==> src/rtl/usrt_tx_fifo.sv <==
// usrt_tx_fifo: serial transmitter with an internal transmit FIFO.
// The host pushes words through a valid/ready handshake. Each word is framed
// as a start bit, DATA_W data bits (LSB first), an optional parity bit and one
// or two stop bits. Frames go out back-to-back while words remain queued and
// i_Enable is high. Baud rate and mode are captured when a frame starts, so
// changing them mid-frame only affects later frames.
module usrt_tx_fifo #(
  parameter int DATA_W     = 8,
  parameter int BAUD_W     = 16,
  parameter int FIFO_DEPTH = 4
) (
  input  logic                          i_Pclk,
  input  logic                          i_Presetn,
  input  logic [BAUD_W-1:0]             i_Baud,
  input  logic                          i_Enable,
  input  logic                          i_Parity_En,
  input  logic                          i_Parity_Odd,
  input  logic                          i_Stop2,
  input  logic                          i_Valid,
  input  logic [DATA_W-1:0]             i_Data,
  output logic                          o_Ready,
  output logic [$clog2(FIFO_DEPTH):0]   o_Level,
  output logic                          o_Tx_Serial,
  output logic                          o_Busy,
  output logic                          o_Done
);

  localparam int PTR_W = $clog2(FIFO_DEPTH);
  localparam int LVL_W = PTR_W + 1;
  // Wide enough to index every data bit; also reused to count stop bits.
  localparam int BIT_W = $clog2(DATA_W + 1);

  typedef enum logic [2:0] {
    ST_IDLE,
    ST_START,
    ST_DATA,
    ST_PARITY,
    ST_STOP
  } state_t;

  // ---------------------------------------------------------------------------
  // FIFO storage and bookkeeping
  // ---------------------------------------------------------------------------
  logic [DATA_W-1:0] mem_q [FIFO_DEPTH];
  logic [PTR_W-1:0]  wr_ptr_q, wr_ptr_d;
  logic [PTR_W-1:0]  rd_ptr_q, rd_ptr_d;
  logic [LVL_W-1:0]  count_q, count_d;
  logic              ready_q, ready_d;
  logic              push;
  logic              pop;
  logic [DATA_W-1:0] head_word;

  // ---------------------------------------------------------------------------
  // Frame state
  // ---------------------------------------------------------------------------
  state_t            state_q, state_d;
  logic [BAUD_W-1:0] cnt_q, cnt_d;          // clocks left in the current bit, minus one
  logic [BAUD_W-1:0] baud_q, baud_d;        // latched reload value, max(i_Baud,1)-1
  logic [BIT_W-1:0]  bit_q, bit_d;          // data bit index, or stop bit index
  logic [DATA_W-1:0] shift_q, shift_d;
  logic              par_en_q, par_en_d;
  logic              par_bit_q, par_bit_d;
  logic              stop2_q, stop2_d;
  logic              tx_q, tx_d;
  logic              done_q, done_d;

  logic              start_ok;
  logic              start_now;
  logic [BAUD_W-1:0] baud_reload;

  // A divisor of 0 behaves as 1, so both map to a reload value of 0.
  assign baud_reload = (i_Baud == '0) ? '0 : (i_Baud - BAUD_W'(1));
  assign head_word   = mem_q[rd_ptr_q];
  // A start needs a word that was already stored before this edge; there is
  // no fall-through from i_Data straight to the line.
  assign start_ok    = i_Enable && (count_q != '0);

  // FIFO next-state: pointers wrap naturally because the depth is a power of two.
  always_comb begin
    push     = i_Valid && ready_q;
    wr_ptr_d = wr_ptr_q;
    rd_ptr_d = rd_ptr_q;
    if (push) begin
      wr_ptr_d = wr_ptr_q + PTR_W'(1);
    end
    if (pop) begin
      rd_ptr_d = rd_ptr_q + PTR_W'(1);
    end
    count_d = count_q + LVL_W'(push) - LVL_W'(pop);
    ready_d = (count_d < LVL_W'(FIFO_DEPTH));
  end

  // FIFO storage write; the array carries no reset so it can map to RAM.
  always_ff @(posedge i_Pclk) begin
    if (push) begin
      mem_q[wr_ptr_q] <= i_Data;
    end
  end

  // FIFO pointer, occupancy and ready registers.
  always_ff @(posedge i_Pclk or negedge i_Presetn) begin
    if (!i_Presetn) begin
      wr_ptr_q <= '0;
      rd_ptr_q <= '0;
      count_q  <= '0;
      ready_q  <= 1'b1;
    end else begin
      wr_ptr_q <= wr_ptr_d;
      rd_ptr_q <= rd_ptr_d;
      count_q  <= count_d;
      ready_q  <= ready_d;
    end
  end

  // Frame sequencing: next state, bit timing, line value and frame-start capture.
  always_comb begin
    state_d   = state_q;
    cnt_d     = cnt_q;
    baud_d    = baud_q;
    bit_d     = bit_q;
    shift_d   = shift_q;
    par_en_d  = par_en_q;
    par_bit_d = par_bit_q;
    stop2_d   = stop2_q;
    tx_d      = tx_q;
    done_d    = 1'b0;
    start_now = 1'b0;
    pop       = 1'b0;

    case (state_q)
      ST_IDLE: begin
        tx_d = 1'b1;
        if (start_ok) begin
          start_now = 1'b1;
        end
      end

      ST_START: begin
        if (cnt_q == '0) begin
          state_d = ST_DATA;
          bit_d   = '0;
          cnt_d   = baud_q;
          tx_d    = shift_q[0];
        end else begin
          cnt_d = cnt_q - BAUD_W'(1);
        end
      end

      ST_DATA: begin
        if (cnt_q == '0) begin
          cnt_d = baud_q;
          if (bit_q == BIT_W'(DATA_W - 1)) begin
            bit_d = '0;
            if (par_en_q) begin
              state_d = ST_PARITY;
              tx_d    = par_bit_q;
            end else begin
              state_d = ST_STOP;
              tx_d    = 1'b1;
            end
          end else begin
            // The next bit is shift_q[1] before the shift takes effect.
            bit_d   = bit_q + BIT_W'(1);
            shift_d = shift_q >> 1;
            tx_d    = shift_q[1];
          end
        end else begin
          cnt_d = cnt_q - BAUD_W'(1);
        end
      end

      ST_PARITY: begin
        if (cnt_q == '0) begin
          state_d = ST_STOP;
          bit_d   = '0;
          cnt_d   = baud_q;
          tx_d    = 1'b1;
        end else begin
          cnt_d = cnt_q - BAUD_W'(1);
        end
      end

      ST_STOP: begin
        if (cnt_q == '0) begin
          if (stop2_q && (bit_q == '0)) begin
            bit_d = BIT_W'(1);
            cnt_d = baud_q;
            tx_d  = 1'b1;
          end else begin
            // Frame complete: chain straight into the next START if allowed.
            done_d = 1'b1;
            if (start_ok) begin
              start_now = 1'b1;
            end else begin
              state_d = ST_IDLE;
              tx_d    = 1'b1;
            end
          end
        end else begin
          cnt_d = cnt_q - BAUD_W'(1);
        end
      end

      default: begin
        state_d = ST_IDLE;
        tx_d    = 1'b1;
      end
    endcase

    // Common frame start: pop the head word and freeze the mode for this frame.
    if (start_now) begin
      pop       = 1'b1;
      state_d   = ST_START;
      shift_d   = head_word;
      baud_d    = baud_reload;
      cnt_d     = baud_reload;
      par_en_d  = i_Parity_En;
      par_bit_d = (^head_word) ^ i_Parity_Odd;
      stop2_d   = i_Stop2;
      bit_d     = '0;
      tx_d      = 1'b0;
    end
  end

  // Frame state registers; reset abandons any partial frame.
  always_ff @(posedge i_Pclk or negedge i_Presetn) begin
    if (!i_Presetn) begin
      state_q   <= ST_IDLE;
      cnt_q     <= '0;
      baud_q    <= '0;
      bit_q     <= '0;
      shift_q   <= '0;
      par_en_q  <= 1'b0;
      par_bit_q <= 1'b0;
      stop2_q   <= 1'b0;
      tx_q      <= 1'b1;
      done_q    <= 1'b0;
    end else begin
      state_q   <= state_d;
      cnt_q     <= cnt_d;
      baud_q    <= baud_d;
      bit_q     <= bit_d;
      shift_q   <= shift_d;
      par_en_q  <= par_en_d;
      par_bit_q <= par_bit_d;
      stop2_q   <= stop2_d;
      tx_q      <= tx_d;
      done_q    <= done_d;
    end
  end

  assign o_Ready     = ready_q;
  assign o_Level     = count_q;
  assign o_Tx_Serial = tx_q;
  assign o_Busy      = (state_q != ST_IDLE);
  assign o_Done      = done_q;

endmodule

==> config.mk <==
export PLATFORM = sky130hd
export DESIGN_NAME = usrt_tx_fifo
export DESIGN_NICKNAME = d
export VERILOG_FILES = /design/src/rtl/usrt_tx_fifo.sv
export SDC_FILE = /design/constraint.sdc
export NUM_CORES = 1
export LEC_CHECK = 0
export ABC_AREA = 1
export BUFFER_PORTS_ARGS = -buffer_cell sky130_fd_sc_hd__buf_4
export CORE_ASPECT_RATIO = 1.1
export CORE_MARGIN = 2
export CORE_UTILIZATION = 55
export DETAILED_ROUTE_END_ITERATION = 7
export GPL_ROUTABILITY_DRIVEN = 0
export PLACE_DENSITY = 0.82
export SLEW_MARGIN = 20
export SYNTH_ARGS = -nofsm -noshare
export SYNTH_HDL_FRONTEND = slang
export SYNTH_SLANG_ARGS = --single-unit
==> constraint.sdc <==
create_clock -name i_Pclk -period 2.8 [get_ports i_Pclk]
set_input_delay 0.14 -clock i_Pclk [delete_from_list [all_inputs] [get_ports i_Pclk]]
set_output_delay 0.14 -clock i_Pclk [all_outputs]
set_load 0.02 [all_outputs]
# ---- Word level (Yosys, flattened, before mapping)
# Memory sizes are Yosys's and may differ from the RTL's.
# Index checks and enable logic that the tools add are counted.
dict set report totals {
  ff_bits 60
  output_inout_bits 7
  inputBits 31
  mem_bits_rw 32
  memories 1
  elab_cells 110
}
# name words width rd rd_clocked_by_memory_dff write_ports line
set mem_list {}
lappend mem_list {mem_q 4 8 1 0 1 44} ;# logic [DATA_W-1:0] mem_q [FIFO_DEPTH];
dict set report op_classes {
  eq_ne 18
  muxes 47
  n_reduce_logical 21
  magnitude_cmp 1
  n_bitwise 1
  add_sub_neg 7
}
# operator n
set ops {}
lappend ops {{$mux 16} 5}
lappend ops {{$logic_not 16->1} 2}
lappend ops {{$mux 8} 4}
lappend ops {{$pmux 16 s2} 1}
lappend ops {{$sub 16x1->16 const B} 2}
lappend ops {{$mux 3} 9}
lappend ops {{$mux 4} 6}
lappend ops {{$ne 3x3->1 const B} 8}
lappend ops {{$mux 1} 18}
lappend ops {{$pmux 3 s5} 1}
lappend ops {{$pmux 4 s3} 1}
lappend ops {{$reduce_and 5->1} 2}
lappend ops {{$reduce_bool 3->1} 3}
lappend ops {{$ne 4x4->1 const B} 2}
lappend ops {{$reduce_and 8->1} 1}
lappend ops {{$reduce_xor 8->1} 1}
lappend ops {{$eq 3x2->1 const B} 2}
lappend ops {{$add 2x1->2 const B} 2}
lappend ops {{$add 4x1->4 const B} 1}
lappend ops {{$eq 4x3->1 const B} 1}
lappend ops {{$logic_not 4->1} 1}
lappend ops {{$ne 2x2->1 const B} 2}
lappend ops {{$pmux 1 s4} 1}
lappend ops {{$reduce_bool 2->1} 2}
lappend ops {{other kinds (15)} 17}

# ---- Longest topological paths before layout
dict set report logic_depth {
  word_depth 9
  mapped_depth 17
  depth_no_buf 16
}

# ---- Least setup slack after synthesis
# Ideal clock, no wire load.
dict set report synth_path {
  path_type {flip-flop to flip-flop}
  startpoint {register cnt_q[0]}
  endpoint {register ready_q, in the netlist o_Ready}
  arrival_ns 2.567
  path_buffers 1
  setup_ns 0.079
  path_stages_with_launch 18
  required_time_ns 2.721
  synth_period_minus_slack_ns 2.646
  setup_slack_ns 0.154
  cell_sequence {dfrtp_1 -> inv_1 -> ha_1 -> nand2_1 -> nor2_1 -> nand2_2 -> clkinv_2 -> nand2_2 -> nand2_2 -> nand2_4 -> inv_2 -> buf_2 -> ha_1 -> inv_1 -> ha_1 -> fa_1 -> xor2_1 -> inv_1}
}
dict set report synth_via {
  elab_chain_cells 6
}
# element line
set synth_rtl {}
lappend synth_rtl {{from (decl)} 57} ;# logic [BAUD_W-1:0] cnt_q, cnt_d;
lappend synth_rtl {{from (signal assigned)} 240} ;# cnt_q <= cnt_d;
lappend synth_rtl {{$logic_not 16->1} 184} ;# if (cnt_q == '0) begin
lappend synth_rtl {{$mux 1} 184}
lappend synth_rtl {{$pmux 1 s2} 130} ;# case (state_q)
lappend synth_rtl {{$mux 1} 211} ;# if (start_now) begin
lappend synth_rtl {{via pop} 50} ;# logic pop;
lappend synth_rtl {{$sub 3x1->3} 89} ;# count_d = count_q + LVL_W'(push) - LVL_W'(pop);
lappend synth_rtl {{via count_d[2]} 47} ;# logic [LVL_W-1:0] count_q, count_d;
lappend synth_rtl {{$lt 3x3->1} 90} ;# ready_d = (count_d < LVL_W'(FIFO_DEPTH));
lappend synth_rtl {{via ready_d} 48} ;# logic ready_q, ready_d;
lappend synth_rtl {{to (signal assigned)} 111} ;# ready_q <= ready_d;
lappend synth_rtl {{to (decl)} 48}
# The timed path passes the listed nets, and every way through them passes these cells.
# A chain may end at the register's enable or synchronous reset.

# ---- Worst setup path in the final report
dict set report layout_path {
  startpoint {register bit_q[0]}
  endpoint {register ready_q, in the netlist o_Ready}
}
dict set report layout_via {
  elab_chain_cells 8
}
# element line
set layout_rtl {}
lappend layout_rtl {{from (decl)} 59} ;# logic [BIT_W-1:0] bit_q, bit_d;
lappend layout_rtl {{from (signal assigned)} 242} ;# bit_q <= bit_d;
lappend layout_rtl {{$logic_not 4->1} 185} ;# if (stop2_q && (bit_q == '0)) begin
lappend layout_rtl {{$logic_and 1x1->1} 185}
lappend layout_rtl {{$mux 1} 185}
lappend layout_rtl {{$mux 1} 184}
lappend layout_rtl {{$pmux 1 s2} 130}
lappend layout_rtl {{$mux 1} 211}
lappend layout_rtl {{$sub 3x1->3} 89}
lappend layout_rtl {{via count_d[2]} 47}
lappend layout_rtl {{$lt 3x3->1} 90}
lappend layout_rtl {{via ready_d} 48}
# The timed path passes the listed nets, and every way through them passes these cells.

==> impl_metrics.json <==
{
  "numCtsBuffers": 9,
  "vias": 4362,
  "finalSetupTns_ps": 0,
  "worst_pin_slew_ps": 775,
  "synth_top_area_cell": "dfrtp_1",
  "p_sw_frac": 0.451,
  "vias_per_cell": 5.39,
  "ys.flop_type": "dfrtp_1",
  "synthArstFlopShare": 0.652,
  "syn-num-nets": 682,
  "dpl.hpwl_um": 7750,
  "drt_wl_total_um": 10900,
  "die_w_um": 95.5,
  "internal-power_mw": 3.27,
  "crit_path_start_kind": "register",
  "die_h_um": 105,
  "antenna_found_initial": 0,
  "firstDrtPassIters": 5,
  "drt-initial-drc-count": 194,
  "critPathKind": "reg -> reg",
  "crit_path_end_kind": "register",
  "cp.required_ps": 3100,
  "fmax_ghz": 0.382,
  "fin_skew_ps": 8.00,
  "cts.htree.levels": 3,
  "layout.nets": 733,
  "start_util": 0.567,
  "grt_usage": 0.236,
  "drv_slew": 0,
  "slew_headroom": 0.482,
  "syn_to_final_growth_pct": 13.7,
  "critPathMaxFanout": 3,
  "overflow": 0,
  "drive_gt1_frac": 0.112,
  "ys_ff_latch": 92,
  "grt_pass1_vias": 4342,
  "pwr-share-comb": 0.490,
  "grt_setup_unrepaired": "no",
  "yosysSeqAreaShare": 0.487,
  "grt_pass1_wl_um": 18800,
  "syn_area_mm2": 0.00506,
  "yosysTopAreaCellShare": 0.287,
  "p_sw_mw": 2.68,
  "hp-class": "in -> reg",
  "finalCritPeriodShare": 0.934,
  "drv_cap": 0,
  "die_area_mm2": 0.00998,
  "cts.reportedPaths.clkPinSlew_ps": 100,
  "final_common_cell": "nand2_1",
  "core_mm2": 0.00892,
  "synth-edff-count": 32,
  "antenna_cells": 0,
  "p_leak_nw": 2.82,
  "fin_crit_ps": 2620,
  "clock_latency_ps": 360,
  "cts_tree": "built",
  "yosysUniqueCellTypes": 42,
  "synth_area_leaders": "dfrtp_1 (29%), edfxtp_1 (19%), nand2_1 (17%)",
  "setup_viol": 0,
  "drt_drc_violations_left": 0,
  "port-buffer-count": 37,
  "fillCellCount": 723,
  "syn_avg_cell_area_um2": 7.92,
  "clockPowerShare": 0.140,
  "cts_max_path_buffers": 2,
  "status": "finished clean",
  "clockRootBuffer": "clkbuf_8",
  "powerDensity_mw_per_mm2": 1030,
  "core.rowCount": 36,
  "layout_common_cells": "nand2_1 (230), inv_1 (58), dfrtp_1 (58)",
  "peakVddDrop_uv": 518,
  "total_power_mw": 5.95,
  "ant_nets": 0,
  "grt_max_degree": 61,
  "p_seq_frac": 0.370,
  "yosysWarningCount": 0,
  "cp.arrival_ps": 2910,
  "synth_cells": 639,
  "hold_viol": 0,
  "io_pins": 38,
  "clkSinkCount": 92,
  "wire_per_inst_um": 13.5
}
[cell type report]
| cell class | instances | area (um^2) | area share |
|---|---|---|---|
| sequential | 92 | 2460 | 0.429 |
| multi-input combinational | 470 | 2280 | 0.397 |
| timing repair buffer | 55 | 453 | 0.0787 |
| inverter | 62 | 234 | 0.0407 |
| tap | 114 | 143 | 0.0248 |
| clock buffer | 10 | 128 | 0.0222 |
| clock inverter | 6 | 47.5 | 0.00827 |
[path summary, 6_finish.rpt]
path | from | endpoint | slack [ps] | cells after the start
worst max register to register | bit_q[0]$_DFFE_PN0P_ | o_Ready$_DFF_PN1_ | 180 | 15
worst max-delay path | bit_q[0]$_DFFE_PN0P_ | o_Ready$_DFF_PN1_ | 180 | 15
worst min register to register | par_bit_q$_DFFE_PN0P_ | par_bit_q$_DFFE_PN0P_ | 490 | 2
min in group asynchronous | i_Presetn | baud_q[12]$_DFFE_PN0P_ | 380 | 2
worst min-delay path | i_Baud[12] | baud_q[12]$_DFFE_PN0P_ | 90 | 4
max in group asynchronous | i_Presetn | shift_q[4]$_DFFE_PN0P_ | 1920 | 2
[state kept, by name, summed over array words and instances, names as in the netlist]
name         cells
baud_q          16
stop2_q          1
wr_ptr_q         2
state_q          3
shift_q          8
rd_ptr_q         2
o_Done           1
bit_q            4
mem_q           32
par_en_q         1
par_bit_q        1
cnt_q           16
o_Ready          1
o_Tx_Serial      1
o_Level          3
[stage by stage]
stage	instances	hold WS, ps	utilization	worst slack [ps]	instance area, um^2
4_1_cts	809	75.5	0.645	183	5750
3_5_place_dp	782	260	0.613	205	5470
6_report	809	87.9	0.645	185	5750
5_1_grt	809	118	0.645	3.87	5750
3_3_place_gp	782	252	0.613	324	5470
2_1_floorplan	639	-156	-	154	5060
[Yosys cell counts, types with 3 or more instances]
master,instances
nand2_1,230
dfrtp_1,58
inv_1,58
nor2_1,52
nand3_1,49
edfxtp_1,32
o21ai_0,26
xor2_1,20
o21ai_1,16
a21oi_1,15
ha_1,11
buf_2,9
nor3_1,7
o211ai_1,7
xnor2_1,6
nand2_2,4
or2_2,4
clkbuf_1,3
nor2_2,3
[cell families (layout without fill, tap and decap cells)]
kind of cell | count (synthesis) | in the layout | share of synthesized area
flip-flops | 92 | 92 | 0.487
AND/OR/NAND/NOR | 357 | 357 | 0.291
AO/OA/AOI/OAI | 75 | 75 | 0.0841
XOR/XNOR | 26 | 26 | 0.0450
adder cells (fa/ha/maj) | 12 | 12 | 0.0312
buffers and inverters | 77 | 133 | 0.0618
[worst max-delay path: stages (launching register included)]
cell and delay [ps]:
dfrtp_1 410, inv_1 100, ha_1 150, nand2_1 50
nor3_1 280, nor2_1 130, nand2_2 120, nand2_2 70
nand2_4 70, inv_2 40, ha_1 260, inv_1 40
ha_1 180, fa_1 390, xor2_1 200, inv_1 60
[routing by layer]
metal	global-route usage	routed length, um	vias up
li1	-	-	2156
met1	0.275	4480	2065
met2	0.428	5830	115
met3	0.0317	328	26
met4	0.0980	268	0
met5	0	0	-
[power groups by stage]
stage / sequential (mW) / combinational (mW) / clock, mW
final: 2.20 / 2.92 / 0.833
after detailed placement: 2.22 / 2.90 / 0
after floorplan: 2.19 / 2.17 / 0
after CTS: 2.20 / 2.92 / 0.839
after global routing: 2.26 / 3.34 / 0.888
after global placement: 2.20 / 2.77 / 0
[timing repair]
action / in CTS / in global routing
endpoints found under the hold margin: 92 / 0
resized for setup: 0 / 0
buffers inserted: 0 / 0
hold buffers: 11 / 0
No activity file was read; power rests on OpenSTA's default activity.
